**config.mk**
```make
export PLATFORM = sky130hd
export DESIGN_NAME = serial_adder_flat
export DESIGN_NICKNAME = d
export VERILOG_FILES = /design/src/rtl/serial_adder_if.sv /design/src/rtl/serial_adder.sv /design/src/flat_wrapper.sv
export SDC_FILE = /design/constraint.sdc
export NUM_CORES = 1
export LEC_CHECK = 0
export BUFFER_PORTS_ARGS = -buffer_cell sky130_fd_sc_hd__buf_2
export CORE_MARGIN = 4
export CORE_UTILIZATION = 52
export CTS_BUF_LIST = sky130_fd_sc_hd__clkbuf_16
export CTS_CLUSTER_DIAMETER = 50
export DETAILED_ROUTE_END_ITERATION = 10
export HOLD_SLACK_MARGIN = 0.05
export MAX_ROUTING_LAYER = met4
export PLACE_DENSITY_LB_ADDON = 0.08
export SYNTH_ARGS = -nofsm -noshare
export SYNTH_HDL_FRONTEND = slang
export SYNTH_SLANG_ARGS = --single-unit
```
**constraint.sdc**
```tcl
create_clock -name clk -period 1.7 [get_ports clk]
set_input_delay 0.425 -clock clk [delete_from_list [all_inputs] [get_ports clk]]
set_output_delay 0.425 -clock clk [all_outputs]
set_load 0.1 [all_outputs]
```
**src/rtl/serial_adder_if.sv**
```systemverilog
// Handshake and data bundle for the bit-serial adder: request with operands in,
// status and result out.
interface serial_adder_if #(
    parameter int N = 8
);
    logic         start;
    logic [N-1:0] a;
    logic [N-1:0] b;
    logic         busy;
    logic         done;
    logic [N-1:0] sum;
    logic         cout;

    modport master (output start, a, b, input busy, done, sum, cout);
    modport slave  (input start, a, b, output busy, done, sum, cout);
endinterface

```
**src/rtl/serial_adder.sv**
```systemverilog
// Bit-serial N-bit adder: one fulladder cell, a carry flop fed back as carry-in,
// and operand/sum shift registers processing one bit per clock, LSB first.
module fulladder (
    input  logic a,
    input  logic b,
    input  logic ci,
    output logic sum,
    output logic co
);
    assign sum = a ^ b ^ ci;
    assign co  = (a & b) | (a & ci) | (b & ci);
endmodule

module serial_adder #(
    parameter int N = 8
) (
    input  logic           clk,
    input  logic           reset,
    serial_adder_if.slave  io_bus
);
    localparam int CW = $clog2(N + 1);

    typedef enum logic [1:0] {
        S_IDLE = 2'd0,
        S_RUN  = 2'd1,
        S_DONE = 2'd2
    } state_t;

    state_t        r_state;
    state_t        w_state_next;
    logic [N-1:0]  r_a;
    logic [N-1:0]  r_b;
    logic [N-1:0]  r_s;
    logic          r_carry;
    logic          r_cout;
    logic [CW-1:0] r_cnt;

    logic          w_load;
    logic          w_shift;
    logic          w_last;
    logic          w_fa_sum;
    logic          w_fa_co;
    logic [N-1:0]  w_s_next;

    fulladder u_fa (
        .a   (r_a[0]),
        .b   (r_b[0]),
        .ci  (r_carry),
        .sum (w_fa_sum),
        .co  (w_fa_co)
    );

    // New sum bit enters at the MSB so the LSB-first result lands in place after N shifts.
    generate
        if (N == 1) begin : g_s_one
            assign w_s_next = w_fa_sum;
        end else begin : g_s_many
            assign w_s_next = {w_fa_sum, r_s[N-1:1]};
        end
    endgenerate

    assign w_last = (r_cnt == CW'(N - 1));

    always_comb begin
        w_state_next = r_state;
        w_load       = 1'b0;
        w_shift      = 1'b0;
        case (r_state)
            S_IDLE: begin
                if (io_bus.start) begin
                    w_load       = 1'b1;
                    w_state_next = S_RUN;
                end
            end
            S_RUN: begin
                w_shift = 1'b1;
                if (w_last) begin
                    w_state_next = S_DONE;
                end
            end
            S_DONE: begin
                if (io_bus.start) begin
                    w_load       = 1'b1;
                    w_state_next = S_RUN;
                end else begin
                    w_state_next = S_IDLE;
                end
            end
            default: w_state_next = S_IDLE;
        endcase
    end

    always_ff @(posedge clk or posedge reset) begin
        if (reset) begin
            r_state <= S_IDLE;
            r_a     <= '0;
            r_b     <= '0;
            r_s     <= '0;
            r_carry <= 1'b0;
            r_cout  <= 1'b0;
            r_cnt   <= '0;
        end else begin
            r_state <= w_state_next;
            if (w_load) begin
                r_a     <= io_bus.a;
                r_b     <= io_bus.b;
                r_carry <= 1'b0;
                r_cnt   <= '0;
            end else if (w_shift) begin
                r_a     <= r_a >> 1;
                r_b     <= r_b >> 1;
                r_s     <= w_s_next;
                r_carry <= w_fa_co;
                r_cnt   <= r_cnt + CW'(1);
                if (w_last) begin
                    r_cout <= w_fa_co;
                end
            end
        end
    end

    assign io_bus.busy = (r_state == S_RUN);
    assign io_bus.done = (r_state == S_DONE);
    assign io_bus.sum  = r_s;
    assign io_bus.cout = r_cout;
endmodule

```
**src/flat_wrapper.sv**
```systemverilog
// flat-port wrapper written by rule: the top's interface ports become plain ports
module serial_adder_flat 
#(
    parameter int N = 8
)
  (clk, reset, io_bus_start, io_bus_a, io_bus_b, io_bus_busy, io_bus_done, io_bus_sum, io_bus_cout);
  serial_adder_if #(.N(N)) io_bus_i ();
  input  logic clk;
  input  logic reset;
  input wire logic [$bits(io_bus_i.start)-1:0] io_bus_start;
  input wire logic [$bits(io_bus_i.a)-1:0] io_bus_a;
  input wire logic [$bits(io_bus_i.b)-1:0] io_bus_b;
  output wire logic [$bits(io_bus_i.busy)-1:0] io_bus_busy;
  output wire logic [$bits(io_bus_i.done)-1:0] io_bus_done;
  output wire logic [$bits(io_bus_i.sum)-1:0] io_bus_sum;
  output wire logic [$bits(io_bus_i.cout)-1:0] io_bus_cout;
  assign io_bus_i.start = io_bus_start;
  assign io_bus_i.a = io_bus_a;
  assign io_bus_i.b = io_bus_b;
  assign io_bus_busy = io_bus_i.busy;
  assign io_bus_done = io_bus_i.done;
  assign io_bus_sum = io_bus_i.sum;
  assign io_bus_cout = io_bus_i.cout;
  serial_adder #(.N(N)) u_core (.clk(clk), .reset(reset), .io_bus(io_bus_i));
endmodule
```
# After elaboration in Yosys (flattened, before gate mapping)
# Index checks and enable logic that the tools add are counted.
# word_totals
register_bits	32
latchBits	0
mem_bits_rw	0
rom_bits	0
input_bits	19
output_inout_bits	11
elab_cells	42
mem_count	0
# op_classes
addsub	1
mul	0
n_div	0
magnitude_cmp	0
eq_ne	5
n_shift	0
mux	15
n_bitwise	8
n_reduce_logical	6
# op_table
cell	count
$mux 8	4
$mux 4	2
$mux 1	6
$pmux 2 s3	1
$add 4x1->4 const B	1
$eq 4x3->1 const B	1
$mux 2	2
$reduce_and 2->1	2
$and 1x1->1	3
$reduce_and 3->1	1
$eq 2x1->1 const B	1
$eq 2x2->1 const B	1
$logic_not 2->1	1
$ne 2x1->1 const B	1
$ne 2x2->1 const B	1
$or 1x1->1	2
$reduce_bool 2->1	1
$reduce_or 2->1	1
$xor 1x1->1	2
$not 1->1	1

# Logic depth before layout (Yosys ltp)
# Gate-level depths: netlist of the first run.
# logic_depth
depth_word	5
mapped_depth	6
mapped_depth_nobuf	4

# By module
# From an unflattened synthesis of the first run, not the netlist that was laid out.
# hier_totals
cells_unflattened	147
hier_area_um2	1412.6
# by_module_without_submodules
mod	instances	cells_each	area_each_um2	seq_area_each_um2
serial_adder	1	146	1392.6	800.8
fulladder	1	1	20.0	0.0

# Worst setup path before layout of the first run
# No wires, ideal clock.
# synth_path
kind	register -> output
startpoint	reg u_core.r_state[0]
endpoint	out io_bus_done
arrival_time_ns	1.727
required_ns	1.275
setup_slack_ns	-0.452
path_stages_with_launch	2
path_buffers	0
path_cell_list	dfrtp_1 -> nor2b_1
# synth_between
elab_chain_len	1
# synth_lines
element	line_no	rtl
start: declaration	serial_adder.sv:29	state_t r_state;
start signal: assignment	serial_adder.sv:103	r_state <= w_state_next;
$eq 2x2->1	serial_adder.sv:123	assign io_bus.done = (r_state == S_DONE);
end: declaration	flat_wrapper.sv:14	output wire logic [$bits(io_bus_i.done)-1:0] io_bus_done;
# No other way between the ends.

# Final worst setup path of the first run
# layout_path
startpoint	reg u_core.r_state[1]
endpoint	out io_bus_busy
# layout_between
elab_chain_len	1
# layout_lines
element	line_no	rtl
$eq 2x1->1	serial_adder.sv:122	assign io_bus.busy = (r_state == S_RUN);
end: declaration	flat_wrapper.sv:13	output wire logic [$bits(io_bus_i.busy)-1:0] io_bus_busy;
# No other way between the ends.

==> results of run 1 <==
-- cell type report --
type / count / area share, %
Sequential cell: 32 / 46.18
Clock inverter: 2 / 0.5051
Tap cell: 30 / 2.165
Clock buffer: 5 / 7.215
Multi-Input combinational cell: 96 / 29.94
Inverter: 2 / 0.4329
Timing Repair Buffer: 37 / 13.56
-- tightest hold or removal path, cell delays in order --
cell and delay [ns]:
buf_2 0.09, inv_1 0.04, buf_4 0.36
-- state kept, by name, indices dropped and copies added (netlist names) --
name,flops
u_core.r_carry,1
u_core.r_a,8
u_core.io_bus.cout,1
u_core.r_cnt,4
u_core.r_state,2
u_core.r_b,8
u_core.io_bus.sum,8
-- synthesized netlist by cell type --
library cell | number | area [µm²]
mux2i_1 | 2 | 20.02
buf_2 | 7 | 35.03
nand2_1 | 41 | 153.9
a31oi_1 | 2 | 12.51
nand3_1 | 6 | 30.03
nor2_1 | 9 | 33.78
dfrtp_1 | 32 | 800.8
buf_6 | 2 | 22.52
mux2_1 | 1 | 11.26
mux2_4 | 1 | 15.01
inv_1 | 1 | 3.750
ha_1 | 1 | 12.51
nor3_1 | 7 | 35.03
nor3_4 | 1 | 16.27
a22o_1 | 2 | 17.52
a21oi_1 | 2 | 10.01
a22oi_1 | 5 | 37.54
buf_4 | 1 | 7.510
nor2b_1 | 2 | 12.51
o21ai_0 | 2 | 10.01
nand2b_1 | 2 | 12.51
fa_1 | 1 | 20.02
inv_2 | 1 | 3.750
o22ai_1 | 7 | 43.79
nor2_2 | 1 | 6.260
nand4_1 | 1 | 6.260
-- per-stage QoR --
step                hold WS [ns]  util [%]  area [µm²]  setup WS (ns)  std cells
floorplan                 0.4673         -        1393        0.07299        140
global placement          0.4532     63.44        1600         0.3775        197
detailed placement        0.4780     63.44        1600         0.3556        197
CTS                       0.2504     68.75        1734        0.07972        204
global route              0.2801     68.75        1734        0.01059        204
finish                    0.2346     68.75        1734        0.08792        204
-- layer usage --
layer | track usage [%] | vias to the layer above
met4 | 8.228 | 0
met3 | 4.968 | 6
met5 | - | -
li1 | - | 540
met2 | 28.40 | 28
met1 | 22.03 | 527
-- kinds of logic after synthesis --
group                    after synthesis  synth area share (%)
adder cells (fa/ha/maj)                2                 2.340
AND/OR/NAND/NOR                       70                 22.05
flip-flops                            32                 57.61
multiplexers                           4                 3.330
AO/OA/AOI/OAI                         20                 9.451
buffers and inverters                 12                 5.220
-- worst paths after layout --
kind                                        end  slack [ns]            startpoint  cells after the start
setup / recovery                    io_bus_busy        0.09     u_core.r_state[1]                      3
hold / removal               u_core.io_bus.cout        0.23                 reset                      3
setup reg to reg             u_core.io_bus.cout        0.35     u_core.r_state[1]                      4
hold reg to reg            u_core.io_bus.sum[0]        0.48  u_core.io_bus.sum[0]                      2
max in group asynchronous  u_core.io_bus.sum[6]        1.17                 reset                      3
min in group clk                  u_core.r_a[0]        0.37           io_bus_a[0]                      3
==> metrics.cfg, run 1 <==
[synth]
syn-num-nets = 161
synth_seq_cells = 32
avgSynthCellArea_um2 = 9.929
syn_area_um2 = 1390
yosys_warnings = 0
ys_types = 26
syn_inst = 140
yosysSeqAreaShare_pct = 57.61

[sta]
setup_viol = 0
rsz0062_at_grt = no
hold_violations = 0
skew_ns = 0.003030
max_slew_margin_pct = 67.91
timing.final.crit_period_ns = 1.612
slew_violations = 0
worstMarginPinSlew_ns = 0.4846
post-route-period-util_pct = 94.83
clock.fmax_mhz = 620.3
tns_ns = 0

[floorplan]
ioPinCount = 30
die-area_um2 = 3565
die_x_um = 59.71
fp.coreArea_um2 = 2522
initial_core_util_pct = 55.11
dieHeight_um = 59.71
num_rows = 18

[clock_tree]
ctsResizeCount = 0
cts_hold_buffers = 0
cts_buffers = 5
clock_path_buffers = 2
cts_max_level = 2
path_clk_slew_ns = 0.05
cts_tree = done
cts_root_buffer = clkbuf_16
cts_setup_buffers = 0
cts.sinks = 32
clock_latency_ns = 0.27

[place]
port_buffers = 29
dp_hpwl_mm = 1.913
globalplace.congestion = 0.7855

[route]
drt_iter0_markers = 36
dr_wl_met2_mm = 1.282
drc = 0
highest_layer = met4
met3WireLength_um = 158
vias_per_cell = 5.397
postRouteAntennaNets = 0
drt-met1-wl_mm = 1.211
wirelength_mm = 2.708
detail_route.wl_per_cell_um = 13.27
vias = 1101
firstDrtPassIters = 4

[cells_and_area]
final_common_cell = nand2_1
drive_above_1_share_pct = 27.59
fillers = 201
multiInputGateArea_um2 = 519.2
diodes = 0
regArea_um2 = 800.8
nNetsFinal = 195
layout_common_cells = nand2_1, dfrtp_1, buf_2
areaGrowthSynthToFinish_pct = 24.75

[global_route]
grtUsageTotal_pct = 18.22
grt.overflow.total = 0
antenna_found_initial = 0
grt_pass1_vias = 1113
grt_pass1_wl_mm = 4.664
grt_max_degree = 33

[hold_path]
hold_path_class = input port to async pin

[setup_path]
required_ns = 1.27
crit_path_max_incr_delay_ns = 0.36
crit_family = buffers and inverters
path_class = register to output pin
worstPathCellList = nand2b_1 -> inv_2 -> buf_12
cp.arrival_ns = 1.19
path_buf_inv = 2
path_max_fanout = 11
setup.worst_path.end_class = output pin
crit_path_top_delay_cell = dfrtp_1
cp-start-kind = register

[run]
cap_violations = 0

[run_status]
status = finished, final reports clean

Power of run 1 is not shown: default switching activity piles up to over one toggle a cycle in this logic, so the estimate is an artifact.
==> run 2: changes to the inputs <==
Settings changed: PLACE_DENSITY set to 0.75, PLACE_DENSITY_LB_ADDON 0.08 to not set.
==> metrics.cfg, run 2 (synthesis gave the netlist of run 1 again) <==
[sta]
clock.fmax_mhz = 613.4
worstMarginPinSlew_ns = 0.4971
max_slew_margin_pct = 67.09
tns_ns = 0
timing.final.crit_period_ns = 1.630
hold_violations = 0
slew_violations = 0
post-route-period-util_pct = 95.90
setup_viol = 0
skew_ns = 0.01052
rsz0062_at_grt = no
finalWorstSetupSlack_ns = 0.06974

[global_route]
grt_max_degree = 33
grt.overflow.total = 0
grt_pass1_wl_mm = 4.995
grt_pass1_vias = 1140
antenna_found_initial = 0
grtUsageTotal_pct = 20.28

[setup_path]
path_max_fanout = 10
setup.worst_path.end_class = output pin
crit_family = flip-flops
crit_path_max_incr_delay_ns = 0.36
path_class = register to output pin
cp-start-kind = register
worstPathCellList = nand2b_1 -> inv_4 -> buf_12
crit_path_top_delay_cell = dfrtp_1
cp.arrival_ns = 1.21
path_buf_inv = 2
required_ns = 1.27

[cells_and_area]
drive_above_1_share_pct = 27.59
stdcell_count = 204
final_common_cell = nand2_1
diodes = 0
areaGrowthSynthToFinish_pct = 24.93
fillers = 201
layout_common_cells = nand2_1, dfrtp_1, buf_2
regArea_um2 = 800.8
multiInputGateArea_um2 = 519.2
nNetsFinal = 195

[floorplan]
initial_core_util_pct = 55.11
die_x_um = 59.71
die-area_um2 = 3565
ioPinCount = 30
fp.coreArea_um2 = 2522
dieHeight_um = 59.71
num_rows = 18

[clock_tree]
cts_max_level = 2
cts_buffers = 5
cts.sinks = 32
cts_hold_buffers = 0
clock_latency_ns = 0.28
path_clk_slew_ns = 0.05
clock_path_buffers = 2
cts_tree = done
cts_root_buffer = clkbuf_16

[route]
postRouteAntennaNets = 0
wirelength_mm = 2.931
detail_route.wl_per_cell_um = 14.37
vias = 1110
vias_per_cell = 5.441
drc = 0
drt_iter0_markers = 40
firstDrtPassIters = 4

[place]
port_buffers = 29
dp.cells = 197
dp_hpwl_mm = 1.976
place_ws_ns = 0.3237
globalplace.congestion = 0.7581

[run]
cap_violations = 0

[run_status]
status = finished, final reports clean

[hold_path]
hold_path_class = input port to async pin

## run 2: cell count changes in the layout (fill, tap and decap cells not counted), sizes merged
cell and delta:
buf -1, clkbuf +1
## run 2: final timing paths
check                                endpoint                from  cells after the start  slack, ns
min in group clk                u_core.r_a[1]         io_bus_a[1]                      3       0.36
hold reg to reg            u_core.io_bus.cout  u_core.io_bus.cout                      1       0.48
setup / recovery                  io_bus_busy   u_core.r_state[1]                      3       0.07
setup reg to reg           u_core.io_bus.cout   u_core.r_state[1]                      4       0.29
hold / removal                u_core.r_cnt[2]               reset                      3       0.22
max in group asynchronous       u_core.r_b[4]               reset                      3       1.18
## run 2: worst reg2reg max path, cell delays in order, from the launching register on
cell,delay [ns]
dfrtp_1,0.36
nand2b_1,0.22
buf_12,0.20
nor3_4,0.19
mux2_1,0.33
## run 2: repair_timing
item / 4_1_cts / 5_1_grt
setup endpoints to repair: 0 / 2
resized for setup: 0 / 2
buffers inserted: 0 / 0
## run 2: layout make-up
type	count	share of cell area [%]
tap	30	2.161
sequential	32	46.11
multi-input combinational	96	29.90
timing repair buffer	37	13.54
inverter	2	0.5764
clock inverter	2	0.5043
clock buffer	5	7.205
## run 2: metrics by stage
stage                     utilization (%)  area [µm²]  hold WS, ns
after floorplan                         -        1393       0.4673
after global placement              63.34        1598       0.4604
after detailed placement            63.34        1598       0.4706
after CTS                           68.65        1732       0.2296
after global routing                68.85        1737       0.2484
final                               68.85        1737       0.2193
## run 2: metal layers
metal	GRT usage [%]	up-vias	part of all wire (%)
met1	24.18	529	43
met4	12.34	0	2.0
met3	5.832	5	6.0
met5	-	-	0
li1	-	542	-
met2	30.25	34	49
Power of run 2 is left out for the same reason.
==> run 3: changes to the inputs <==
Settings changed: SKIP_CTS_REPAIR_TIMING set to 1.
Clock period 1.7 ns to 1.55 ns, I/O delays scaled along.
==> metrics.cfg, run 3 (synthesis gave the netlist of run 1 again) <==
[run_status]
status = finished, final reports clean

[floorplan]
initial_core_util_pct = 55.11
die_x_um = 59.71
ioPinCount = 30
die-area_um2 = 3565
dieHeight_um = 59.71
num_rows = 18
fp.coreArea_um2 = 2522

[sta]
rsz0062_at_grt = no
max_slew_margin_pct = 67.89
skew_ns = 0.003213
clock.fmax_mhz = 670.7
slew_violations = 0
setup_viol = 0
post-route-period-util_pct = 96.20
hold_violations = 0
timing.final.crit_period_ns = 1.491
worstMarginPinSlew_ns = 0.4850

[route]
firstDrtPassIters = 4
vias = 1117
drt_iter0_markers = 49
postRouteAntennaNets = 0
detail_route.wl_per_cell_um = 14.83
drc = 0
wirelength_mm = 3.055
vias_per_cell = 5.422

[cells_and_area]
fillers = 196
drive_above_1_share_pct = 28.41
final_common_cell = nand2_1
fin_util_pct = 69.79
stdcell_count = 206
diodes = 0
layout_common_cells = nand2_1, dfrtp_1, buf_2
nNetsFinal = 196
areaGrowthSynthToFinish_pct = 26.64
multiInputGateArea_um2 = 531.8
regArea_um2 = 802.0

[clock_tree]
clock_latency_ns = 0.27
path_clk_slew_ns = 0.05
clock_path_buffers = 2
cts_tree = done
cts_buffers = 5
cts_max_level = 2
cts_root_buffer = clkbuf_16
cts.sinks = 32

[global_route]
grtUsageTotal_pct = 19.64
grt_pass1_vias = 1128
antenna_found_initial = 0
grt_max_degree = 33
grt_pass1_wl_mm = 4.968
grt.overflow.total = 0

[setup_path]
cp.depth = 3
reg2reg_slack_ns = 0.21
path_max_fanout = 5
cp-start-kind = register
crit_family = flip-flops
worstPathCellList = nand2b_4 -> inv_4 -> buf_12
cp-startpoint = u_core.r_state[1]
crit_path_max_incr_delay_ns = 0.38
crit_path_top_delay_cell = dfrtp_1
rr_startpoint = u_core.r_cnt[0]
cp.arrival_ns = 1.10
required_ns = 1.16
path_buf_inv = 2
setup.worst_path.end_class = output pin
rr_worst_depth = 4
path_class = register to output pin

[place]
dp.cells = 198
port_buffers = 29
dp_hpwl_mm = 2.088
globalplace.congestion = 0.8092

[run]
cap_violations = 0

[hold_path]
hold_path_class = input port to async pin

## run 3: cell types whose count changed in the layout (fill, tap and decap cells not counted)
| cell | before | now |
|---|---|---|
| dfrtp_2 | 0 | 1 |
| nand2b_1 | 2 | 1 |
| nand2b_4 | 0 | 1 |
| nor2b_2 | 1 | 0 |
| inv_1 | 2 | 3 |
| nor2b_4 | 0 | 1 |
| clkinv_1 | 0 | 1 |
| buf_4 | 7 | 9 |
| clkinv_2 | 1 | 0 |
| clkbuf_4 | 1 | 0 |
| dfrtp_1 | 32 | 31 |
## run 3: routing by layer
layer	global-route usage, %	vias up	wire (µm)	part of all wire, %
li1	-	540	-	-
met3	7.343	5	159	5.2
met1	22.24	534	1273	42
met5	-	-	0	0
met4	8.228	0	46	1.5
met2	31.17	38	1576	52
## run 3: path summary, 6_finish.rpt
path / endpoint
max reg2reg: u_core.io_bus.cout
min in group clk: u_core.r_a[1]
max: io_bus_busy
min: u_core.r_state[1]
min reg2reg: u_core.io_bus.sum[0]
max in group asynchronous: u_core.r_state[0]
## run 3: cell type report
| type | count | share of cell area (%) |
|---|---|---|
| clock buffer | 5 | 7.107 |
| tap | 30 | 2.132 |
| clock inverter | 3 | 0.6397 |
| sequential | 32 | 45.56 |
| inverter | 2 | 0.5686 |
| timing repair buffer | 38 | 13.79 |
| multi-input combinational | 96 | 30.21 |
## run 3: worst register-to-register path, stage by stage (launching register included)
cell     delay (ns)
dfrtp_1        0.40
ha_1           0.23
nand2_1        0.11
nor3_4         0.15
mux2_1         0.34
## run 3: per-stage QoR
step / setup TNS, ns / hold WS, ns / instance area (µm²) / setup WS (ns)
floorplan: 0 / 0.4673 / 1400 / 0.1410
global placement: 0 / 0.4555 / 1613 / 0.1922
detailed placement: 0 / 0.4616 / 1613 / 0.1123
CTS: -0.09244 / 0.1990 / 1749 / -0.09244
global route: 0 / 0.2358 / 1760 / 0.02262
finish: 0 / 0.1844 / 1760 / 0.05893
Power of run 3 is left out for the same reason.
